==> config.mk <==
export PLATFORM = sky130hd
export DESIGN_NAME = demux_scan_ctrl
export DESIGN_NICKNAME = d
export VERILOG_FILES = /design/src/rtl/demux_scan_ctrl.sv
export SDC_FILE = /design/constraint.sdc
export NUM_CORES = 1
export LEC_CHECK = 0
export ABC_CLOCK_PERIOD_IN_PS = 1400
export CORE_AREA = 2 2 39 41
export CTS_CLUSTER_SIZE = 24
export DETAILED_ROUTE_END_ITERATION = 10
export DIE_AREA = 0 0 41 43
export GPL_TIMING_DRIVEN = 1
export PLACE_DENSITY_LB_ADDON = 0.05
export SLEW_MARGIN = 20
export SYNTH_ARGS = -nofsm -noshare
export SYNTH_HDL_FRONTEND = slang
export SYNTH_SLANG_ARGS = --single-unit
==> constraint.sdc <==
create_clock -name clk -period 1.4 [get_ports clk]
set_input_delay 0.42 -clock clk [delete_from_list [all_inputs] [get_ports clk]]
set_output_delay 0.42 -clock clk [all_outputs]
set_load 0.02 [all_outputs]
==> src/rtl/demux_scan_ctrl.sv <==
// Sequencer feeding a combinational 1xN demux: one N-bit frame per handshake,
// routed bit k -> channel k over N cycles. Optional feature macro: DEMUX_SCAN_DWELL_EN.
module demux_scan_ctrl #(
  parameter int N     = 4,
  parameter int DWELL = 1
) (
  input  logic                 clk,
  input  logic                 rst,
  input  logic                 in_valid,
  output logic                 in_ready,
  input  logic [N-1:0]         in_data,
  output logic                 en,
  output logic                 i,
  output logic [$clog2(N)-1:0] s,
  output logic                 busy,
  output logic                 done
);

  localparam int IW = $clog2(N);
  localparam logic [IW-1:0] LAST = IW'(N - 1);

  if (N < 2) begin : g_bad_n
    $error("demux_scan_ctrl: N must be >= 2");
  end
  if (DWELL < 1) begin : g_bad_dwell
    $error("demux_scan_ctrl: DWELL must be >= 1");
  end

  typedef enum logic {
    IDLE,
    SCAN
  } state_t;

  state_t        state, state_n;
  logic [N-1:0]  frame, frame_n;
  logic [IW-1:0] s_n;
  logic          i_n, en_n, busy_n, done_n;
  logic          chan_end;

`ifdef DEMUX_SCAN_DWELL_EN
  localparam int DW = (DWELL > 1) ? $clog2(DWELL) : 1;
  localparam logic [DW-1:0] DLAST = DW'(DWELL - 1);

  logic [DW-1:0] dcnt, dcnt_n;

  assign chan_end = (dcnt == DLAST);
`else
  assign chan_end = 1'b1;
`endif

  assign in_ready = (state == IDLE);

  // The s register doubles as the channel index; it is forced to 0 outside
  // SCAN so the demux sees a clean all-zero output while idle.
  always_comb begin
    state_n = state;
    frame_n = frame;
    s_n     = s;
    i_n     = i;
    en_n    = en;
    busy_n  = busy;
    done_n  = 1'b0;
`ifdef DEMUX_SCAN_DWELL_EN
    dcnt_n  = dcnt;
`endif
    case (state)
      IDLE: begin
        s_n    = '0;
        i_n    = 1'b0;
        en_n   = 1'b0;
        busy_n = 1'b0;
        if (in_valid && in_ready) begin
          state_n = SCAN;
          frame_n = in_data;
          i_n     = in_data[0];
          en_n    = 1'b1;
          busy_n  = 1'b1;
`ifdef DEMUX_SCAN_DWELL_EN
          dcnt_n  = '0;
`endif
        end
      end
      SCAN: begin
        if (chan_end) begin
`ifdef DEMUX_SCAN_DWELL_EN
          dcnt_n = '0;
`endif
          if (s == LAST) begin
            state_n = IDLE;
            s_n     = '0;
            i_n     = 1'b0;
            en_n    = 1'b0;
            busy_n  = 1'b0;
            done_n  = 1'b1;
          end else begin
            s_n = s + IW'(1);
            i_n = frame[s_n];
          end
        end
`ifdef DEMUX_SCAN_DWELL_EN
        else begin
          dcnt_n = dcnt + DW'(1);
        end
`endif
      end
      default: state_n = IDLE;
    endcase
  end

  always_ff @(posedge clk) begin
    if (rst) begin
      state <= IDLE;
      frame <= '0;
      s     <= '0;
      i     <= 1'b0;
      en    <= 1'b0;
      busy  <= 1'b0;
      done  <= 1'b0;
`ifdef DEMUX_SCAN_DWELL_EN
      dcnt  <= '0;
`endif
    end else begin
      state <= state_n;
      frame <= frame_n;
      s     <= s_n;
      i     <= i_n;
      en    <= en_n;
      busy  <= busy_n;
      done  <= done_n;
`ifdef DEMUX_SCAN_DWELL_EN
      dcnt  <= dcnt_n;
`endif
    end
  end

endmodule

==> out/metrics.cfg, run 1 <==
[outcome]
status=completed

[sta]
setup_ws_ps=55.7
worst_pin_slew_ps=244
slew_violations=0
setup_tns_ps=0
layout_min_cycle_time_ps=1340
rsz0062_at_grt=yes
fin_skew_ps=2.00
slew_headroom_pct=83.6
fin_crit_sh_pct=96.0
finalHoldViolCount=0
setup_viol=0
hold_slack_ps=465
max_freq_ghz=0.744

[clock_tree]
cts-root-buf=clkbuf_4
clockBufferDepth=2
cts_buffers=3
post-cts-setup-buffer-count=0
cts_tree=done
h-tree-depth=1
cts.clk_slew.worst_paths_ps=60
holdBufCountCts=0
cts_repair_resize_count=7
cts.sinks=10
clk_latency_ps=250

[pwr]
p_leak_uw=0.000273
ir_drop_uv=443
pwr-share-comb_pct=19.6
switchingPower_uw=152
p_sw_share_pct=24.3
p_int_uw=471
pwr-share-seq_pct=50.0
p_per_area_nw_per_um2=1100
power_frac_clock_pct=30.3

[worst_setup_path]
reg2reg_to=i
crit_family=flip-flops
r2r_setup_slack_ps=60
r2r-start=s[0]
crit_required_ps=980
crit_path_end_kind=output port
crit_type=reg2out
startpoint_type=flip-flop
worstPathMaxFanout=3
rr_worst_depth=4
crit_chain=dlygate4sd2_1
arrival_ps=920
max_stage_delay_ps=340
critPathSlowestCell=dfxtp_1
cp_num_cells=1
worst-path-buf-inv=1

[synthesis]
synth_cells=33
avgSynthCellArea_um2=11.2
synth.cell_area_um2=370
yosys_warnings=0
synth_top_cell_by_area=dfxtp_1
synth_nets=41
yosysSeqAreaShare_pct=54.1
synth_top_cells_by_area=dfxtp_1 54%, mux2i_1 11%, mux4_2 6.1%, nor2_1 4.1%, ha_1 3.4%
yosysUniqueCellTypes=17
ys_ff_latch=10
yosysTopAreaCellShare_pct=54.1

[global_route]
grt_pass1_wl_um=1120
antenna_found_initial=0
grt_overflow=0
grt_use_total_pct=10.4
grt_pass1_vias=265
grt_max_degree=6

[floorplan]
rows=14
io_pins=14
dieWidth_um=41
fp.dieH_um=43
core_um2=1380
die-area_um2=1760
start_util_pct=26.8

[layout]
fin_area_um2=568
final_net_count=63
insertedDiodeCount=0
drive_above_1_share_pct=22.6
synthToLayoutAreaGrowth_pct=53.4
stdcell_count=69

[run]
drv_cap=0

[route]
drtIter0Drc=4
remaining_drc_errors=0
vias=297
avgRoutedWirePerCell_um=9.75
dr.pass1.iters=3
drt_wl_total_um=673
ant_nets=0
drt-vias-per-instance=4.30

[worst_hold_path]
min_delay_worst_endpoint=busy
holdPathStages=1
hold_start=busy
hp-class=reg2reg

[place]
dpl_cell_area_um2=557
place_ws_ps=-162
gp_congestion=0.714
dp_cells=66
io_buffers=13
hpwl_um=556

==> worst max path at each step <==
stage | start | endpoint
after floorplan | s[0] | i
after global placement | in_valid | frame[3]
after detailed placement | in_valid | frame[2]
after CTS | state | in_ready
after global routing | busy | en
final | busy | en
==> per-stage QoR <==
| stage | total power, µW | util [%] |
|---|---|---|
| after floorplan | 384 | - |
| after global placement | 451 | 40.2 |
| after detailed placement | 452 | 40.2 |
| after CTS | 637 | 41.2 |
| after global routing | 670 | 41.0 |
| final | 623 | 41.0 |
==> routing by layer <==
layer | track usage, % | up-vias | share of wire [%]
li1 | - | 153 | -
met1 | 13.3 | 133 | 51
met2 | 11.9 | 11 | 42
met3 | 7.85 | 0 | 6.8
met4 | 6.00 | 0 | 0
met5 | 0 | - | 0
==> cells in the mapped netlist, drive strengths merged <==
| master | n |
|---|---|
| nor3b | 1 |
| nor2b | 2 |
| nor3 | 1 |
| mux4 | 1 |
| mux2i | 4 |
| clkbuf | 1 |
| ha | 1 |
| and2 | 1 |
| dfxtp | 10 |
| buf | 2 |
| a22o | 1 |
| a21o | 1 |
| or2 | 1 |
| inv | 1 |
| nor4 | 1 |
| nor2 | 4 |
==> logic make-up (layout without fill, tap and decap cells) <==
group                    Yosys count  after routing  share of synthesized area, %
AO/OA/AOI/OAI                      2              2                          4.39
adder cells (fa/ha/maj)            1              1                          3.38
buffers and inverters              4             24                          5.40
flip-flops                        10             10                          54.1
multiplexers                       5              5                          16.9
AND/OR/NAND/NOR                   11             11                          15.9
==> placed cells by master, fill, tap and decap left out, types with 2 or more instances in the layout <==
master / n
dlygate4sd2_1: 5
clkdlybuf4s50_1: 6
clkbuf_4: 3
mux2i_1: 4
nor2b_1: 2
dfxtp_1: 10
buf_4: 7
nor2_1: 4
==> sequential cells by signal (all words and copies together), names as in the netlist <==
signal  count
s           2
frame       4
busy        1
i           1
done        1
state       1
==> area by class of cell <==
cell class,instances,area (µm²)
Clock buffer,3,22.5
Sequential cell,10,200
Fill cell,145,816
Multi-Input combinational cell,19,150
Inverter,1,3.75
Tap cell,16,20.0
Timing Repair Buffer,20,171
==> power by group through the flow <==
stage	Clock [µW]	Sequential [µW]	Combinational, µW
after floorplan	0	328	56.6
after global routing	222	314	133
after CTS	200	312	124
after global placement	0	318	132
final	189	312	122
after detailed placement	0	319	133
(Power assumes the default switching activity.)
==> run 2: changes to the inputs <==
--- a/config.mk
+++ b/config.mk
@@ -14,3 +14,3 @@
 export PLACE_DENSITY_LB_ADDON = 0.05
-export SLEW_MARGIN = 20
+export SLEW_MARGIN = 5
 export SYNTH_ARGS = -nofsm -noshare
--- a/constraint.sdc
+++ b/constraint.sdc
@@ -3,2 +3,2 @@
 set_output_delay 0.42 -clock clk [all_outputs]
-set_load 0.02 [all_outputs]
+set_load 0.005 [all_outputs]
==> run 2 against run 1 <==
Effect of this change:
- core utilization is 0.54 points lower
- register-to-register slack gained 100 ps
- sequential cell count is the same
- clock-buffer cell count is the same
- via count shrank 0.67%
- sequential share of layout area rose by 1.4 points
- total power shrank 3.6%
- routed wire length grew 2.4%
- non-clock buffer count is 2 lower
- first-iteration DRC count down 50%
- largest cell class unchanged
==> out/metrics.cfg, run 2 (synthesized netlist as in run 1, its figures left out) <==
[outcome]
status=completed

[layout]
drive_above_1_share_pct=23.5  ; +0.89 points
layout_common_cells=8 x dfxtp_1, 7 x dlygate4sd2_1, 6 x clkdlybuf4s50_1, 5 x buf_4
top_regs=frame x4, s x2
n_fill_cell=148  ; +2.1%
synthToLayoutAreaGrowth_pct=51.4
finish.utilization_pct=40.5  ; -0.54 points
mostFrequentLayoutCell=dfxtp_1
largest_reg_flops=4  ; unchanged
regMostFlops=frame
insertedDiodeCount=0  ; unchanged
final_net_count=61  ; -3.2%

[clock_tree]
holdBufCountCts=0  ; unchanged
h-tree-depth=1  ; unchanged
clockBufferDepth=2  ; unchanged
cts_buffers=3  ; unchanged
cts-root-buf=clkbuf_4
clk_latency_ps=250  ; about the same
cts_tree=done
cts.clk_slew.worst_paths_ps=60  ; about the same
cts.sinks=10  ; unchanged

[sta]
fin_crit_sh_pct=94.9  ; -1.1 points
layout_min_cycle_time_ps=1330  ; -16.1 ps
slew_headroom_pct=83.2  ; -0.45 points
finalHoldViolCount=0  ; unchanged
worst_pin_slew_ps=250  ; +6.77 ps
slew_violations=0  ; unchanged
hold_slack_ps=445  ; -19.8 ps
max_freq_ghz=0.753  ; +1.2%
rsz0062_at_grt=no
fin_skew_ps=0.412  ; -1.59 ps
setup_viol=0  ; unchanged
setup_ws_ps=71.8  ; +16.1 ps

[worst_setup_path]
reg2reg_to=i
critPathSlowestCell=dfxtp_1
arrival_ps=910  ; about the same
max_stage_delay_ps=340  ; about the same
worstPathMaxFanout=4  ; +1
crit_chain=inv_2 > dlygate4sd2_1
rr_worst_depth=3  ; -1
crit_required_ps=980  ; about the same
r2r_setup_slack_ps=160  ; +100 ps
startpoint_type=flip-flop
crit_path_end_kind=output port
crit_type=reg2out
r2r-start=s[0]

[global_route]
grt_use_total_pct=9.99  ; -0.38 points
grt_overflow=0  ; unchanged
grt_pass1_vias=272  ; +2.6%
grt_max_degree=6  ; unchanged
antenna_found_initial=0  ; unchanged
grt_pass1_wl_um=1170  ; +4.4%

[place]
place_ws_ps=-175  ; -12.1 ps
hpwl_um=565  ; +1.8%
gp_congestion=0.623  ; -13%
io_buffers=13  ; unchanged

[pwr]
p_per_area_nw_per_um2=1070  ; -2.3%
ir_drop_uv=515  ; +16%
p_leak_uw=0.000267  ; -2.1%

[floorplan]
fp.dieH_um=43  ; unchanged
start_util_pct=26.8  ; unchanged
rows=14  ; unchanged
dieWidth_um=41  ; unchanged
core_um2=1380  ; unchanged
io_pins=14  ; unchanged
die-area_um2=1760  ; unchanged

[route]
dr.pass1.iters=2  ; -1
drtIter0Drc=2  ; -2
drt_wl_total_um=689  ; +2.4%
top_layer=met4
met1_length_um=296  ; -14%
remaining_drc_errors=0  ; unchanged
met3_length_um=51  ; +11%
avgRoutedWirePerCell_um=10.3  ; +5.4%
route.met2.wl_um=331  ; +18%
drt-vias-per-instance=4.40  ; +2.3%
ant_nets=0  ; unchanged
vias=295  ; -0.67%

[worst_hold_path]
hold_start=s[0]
hp-class=reg2reg
holdPathStages=1  ; unchanged
min_delay_worst_endpoint=s[0]

[run]
drv_cap=0  ; unchanged

[run 2: worst max-delay path, delay by kind of cell (launching register included)]
family / cells / cell delay, ps
DFF: 1 / 340
buffers and inverters: 2 / 310
[run 2: final cells by class]
cell class	count	area (µm²)	share of cell area [%]
Sequential cell	10	205	36.6
Multi-Input combinational cell	19	150	26.8
Clock buffer	3	22.5	4.02
Timing Repair Buffer	18	159	28.3
Tap cell	16	20.0	3.57
Inverter	1	3.75	0.670
[run 2: metrics by stage]
stage / total power (µW) / cells / cell area (µm²) / TNS (ps)
after floorplan: 369 / 33 / 370 / 0
after CTS: 614 / 67 / 561 / 0
after global routing: 638 / 67 / 561 / 0
after detailed placement: 430 / 64 / 542 / -798
final: 601 / 67 / 561 / 0
after global placement: 427 / 64 / 542 / -712
[run 2: how the worst max path moves through the flow]
stage | start | to | cells after the start
detailed placement | in_valid | frame[3] | 5
global route | in_valid | frame[3] | 5
floorplan | s[0] | i | 3
global placement | in_valid | frame[0] | 5
CTS | state | in_ready | 2
finish | state | in_ready | 2
[run 2: power by group]
part	switching, µW	internal, µW
clock network	88.9	98.9
logic	34.9	63.1
registers	11.0	304
total	135	466
[run 2: layer usage]
metal | GRT usage (%) | up-vias
met2 | 13.4 | 11
li1 | - | 148
met4 | 8.00 | 0
met1 | 12.4 | 134
met5 | 0 | -
met3 | 3.14 | 2
[run 2: repair_timing]
action,4_1_cts,5_1_grt
hold endpoints to repair,0,0
resized for setup,11,0
setup buffers,0,0
setup endpoints to repair,7,0
==> run 3: changes to the inputs <==
- RECOVER_POWER: not set -> 25
==> run 3 against run 2 <==
Effect of this change:
- sequential share of layout area did not move
- largest cell class unchanged
- clock power barely moved
- sequential power barely moved
- highest routed layer unchanged
- clock-buffer cell count did not move
==> out/metrics.cfg, run 3 (synthesized netlist as in run 1, its figures left out) <==
[clock_tree]
h-tree-depth=1  ; unchanged
clk_latency_ps=250  ; about the same
cts.sinks=10  ; unchanged
cts_buffers=3  ; unchanged
cts.clk_slew.worst_paths_ps=60  ; about the same
cts-root-buf=clkbuf_4
post-cts-setup-buffer-count=0  ; unchanged
clockBufferDepth=2  ; unchanged
cts_tree=done

[sta]
rsz0062_at_grt=no
finalHoldViolCount=0  ; unchanged
slew_violations=0  ; unchanged
setup_viol=0  ; unchanged
slew_headroom_pct=83.2  ; unchanged
fin_crit_sh_pct=94.9  ; unchanged
fin_skew_ps=0.412  ; unchanged
hold_slack_ps=445  ; +0.270 ps
worst_pin_slew_ps=250  ; unchanged
max_freq_ghz=0.753  ; unchanged
layout_min_cycle_time_ps=1330  ; unchanged
setup_ws_ps=71.8  ; unchanged

[worst_setup_path]
r2r_setup_slack_ps=160  ; about the same
crit_chain=inv_2 > dlygate4sd2_1
worstPathMaxFanout=4  ; unchanged
arrival_ps=910  ; about the same
critPathSlowestCell=dfxtp_1
startpoint_type=flip-flop
crit_required_ps=980  ; about the same
crit_path_end_kind=output port
worst-path-buf-inv=2  ; unchanged
max_stage_delay_ps=340  ; about the same
crit_family=flip-flops
crit_type=reg2out

[route]
remaining_drc_errors=0  ; unchanged
avgRoutedWirePerCell_um=10.3  ; -0.29%
dr.pass1.iters=2  ; unchanged
vias=295  ; unchanged
drt-vias-per-instance=4.40  ; unchanged
ant_nets=0  ; unchanged
drtIter0Drc=2  ; unchanged
drt_wl_total_um=687  ; -0.29%

[global_route]
grt_use_total_pct=9.99  ; unchanged
grt_max_degree=6  ; unchanged
grt_pass1_vias=272  ; unchanged
antenna_found_initial=0  ; unchanged
grt_overflow=0  ; unchanged
grt_pass1_wl_um=1170  ; unchanged

[pwr]
p_int_uw=465  ; -0.15%
pwr-share-seq_pct=52.5  ; about the same
switchingPower_uw=135  ; about the same
power_frac_clock_pct=31.3  ; about the same
pwr-share-comb_pct=16.2  ; about the same
report.power.total_uw=600  ; -0.12%
ir_drop_uv=512  ; -0.56%
p_sw_share_pct=22.5  ; about the same
p_per_area_nw_per_um2=1070  ; -0.12%
p_leak_uw=0.000267  ; about the same

[layout]
final_net_count=61  ; unchanged
insertedDiodeCount=0  ; unchanged
synthToLayoutAreaGrowth_pct=51.4  ; unchanged
regMostFlops=frame
finish.utilization_pct=40.5  ; unchanged
layout_common_cells=8 x dfxtp_1, 7 x dlygate4sd2_1, 5 x clkdlybuf4s50_1
n_fill_cell=148  ; unchanged
drive_above_1_share_pct=23.5  ; unchanged
top_regs=frame x4, s x2
largest_reg_flops=4  ; unchanged
mostFrequentLayoutCell=dfxtp_1

[worst_hold_path]
hp-class=reg2reg

[floorplan]
core_um2=1380  ; unchanged
rows=14  ; unchanged
fp.dieH_um=43  ; unchanged
dieWidth_um=41  ; unchanged
die-area_um2=1760  ; unchanged
start_util_pct=26.8  ; unchanged
io_pins=14  ; unchanged

[place]
gp_congestion=0.623  ; unchanged
io_buffers=13  ; unchanged
hpwl_um=565  ; unchanged
place_ws_ps=-175  ; unchanged

[run]
drv_cap=0  ; unchanged

[outcome]
status=completed

==> run 3: layer usage <==
metal	global-route usage [%]	vias to the layer above	wire length, µm
li1	-	148	-
met1	12.4	134	295
met2	13.4	11	330
met3	3.14	2	51
met4	8.00	0	9
met5	0	-	0
==> run 3: metrics by stage <==
stage,std cells,area [µm²],TNS (ps)
final,67,561,0
after global routing,67,561,0
after CTS,67,561,0
after detailed placement,64,542,-798
after global placement,64,542,-712
after floorplan,33,370,0
==> run 3: power by group through the flow <==
stage	registers [µW]	logic, µW	clock network (µW)
6_report	315	97.3	188
3_5_place_dp	321	108	0
5_1_grt	318	108	211
3_3_place_gp	321	107	0
2_1_floorplan	319	49.8	0
4_1_cts	315	100	198
==> run 3: worst reg2reg max path: cells and delay by family, from the launching register on <==
kind	cells	cell delay, ps
DFF	1	360
adders and majority gates	1	310
muxes	1	290
AOI/OAI and AO/OA	1	180
==> run 3: repair_timing <==
action	CTS	global route
setup endpoints to repair	7	0
hold buffers	0	0
resized for setup	11	0
endpoints found under the hold margin	0	0
==> run 3: cell type report <==
type | instances | area [µm²] | area share (%)
tap | 16 | 20.0 | 3.57
multi-input combinational | 19 | 150 | 26.8
inverter | 1 | 3.75 | 0.670
clock buffer | 3 | 22.5 | 4.02
timing repair buffer | 18 | 159 | 28.3
sequential | 10 | 205 | 36.6
==> run 3: path summary, 6_finish.rpt <==
kind,to,depth (start not counted),startpoint
worst max-delay path,in_ready,2,state
worst min-delay path,s[0],1,s[0]
worst max register to register,i,3,s[0]
worst min register to register,s[0],1,s[0]
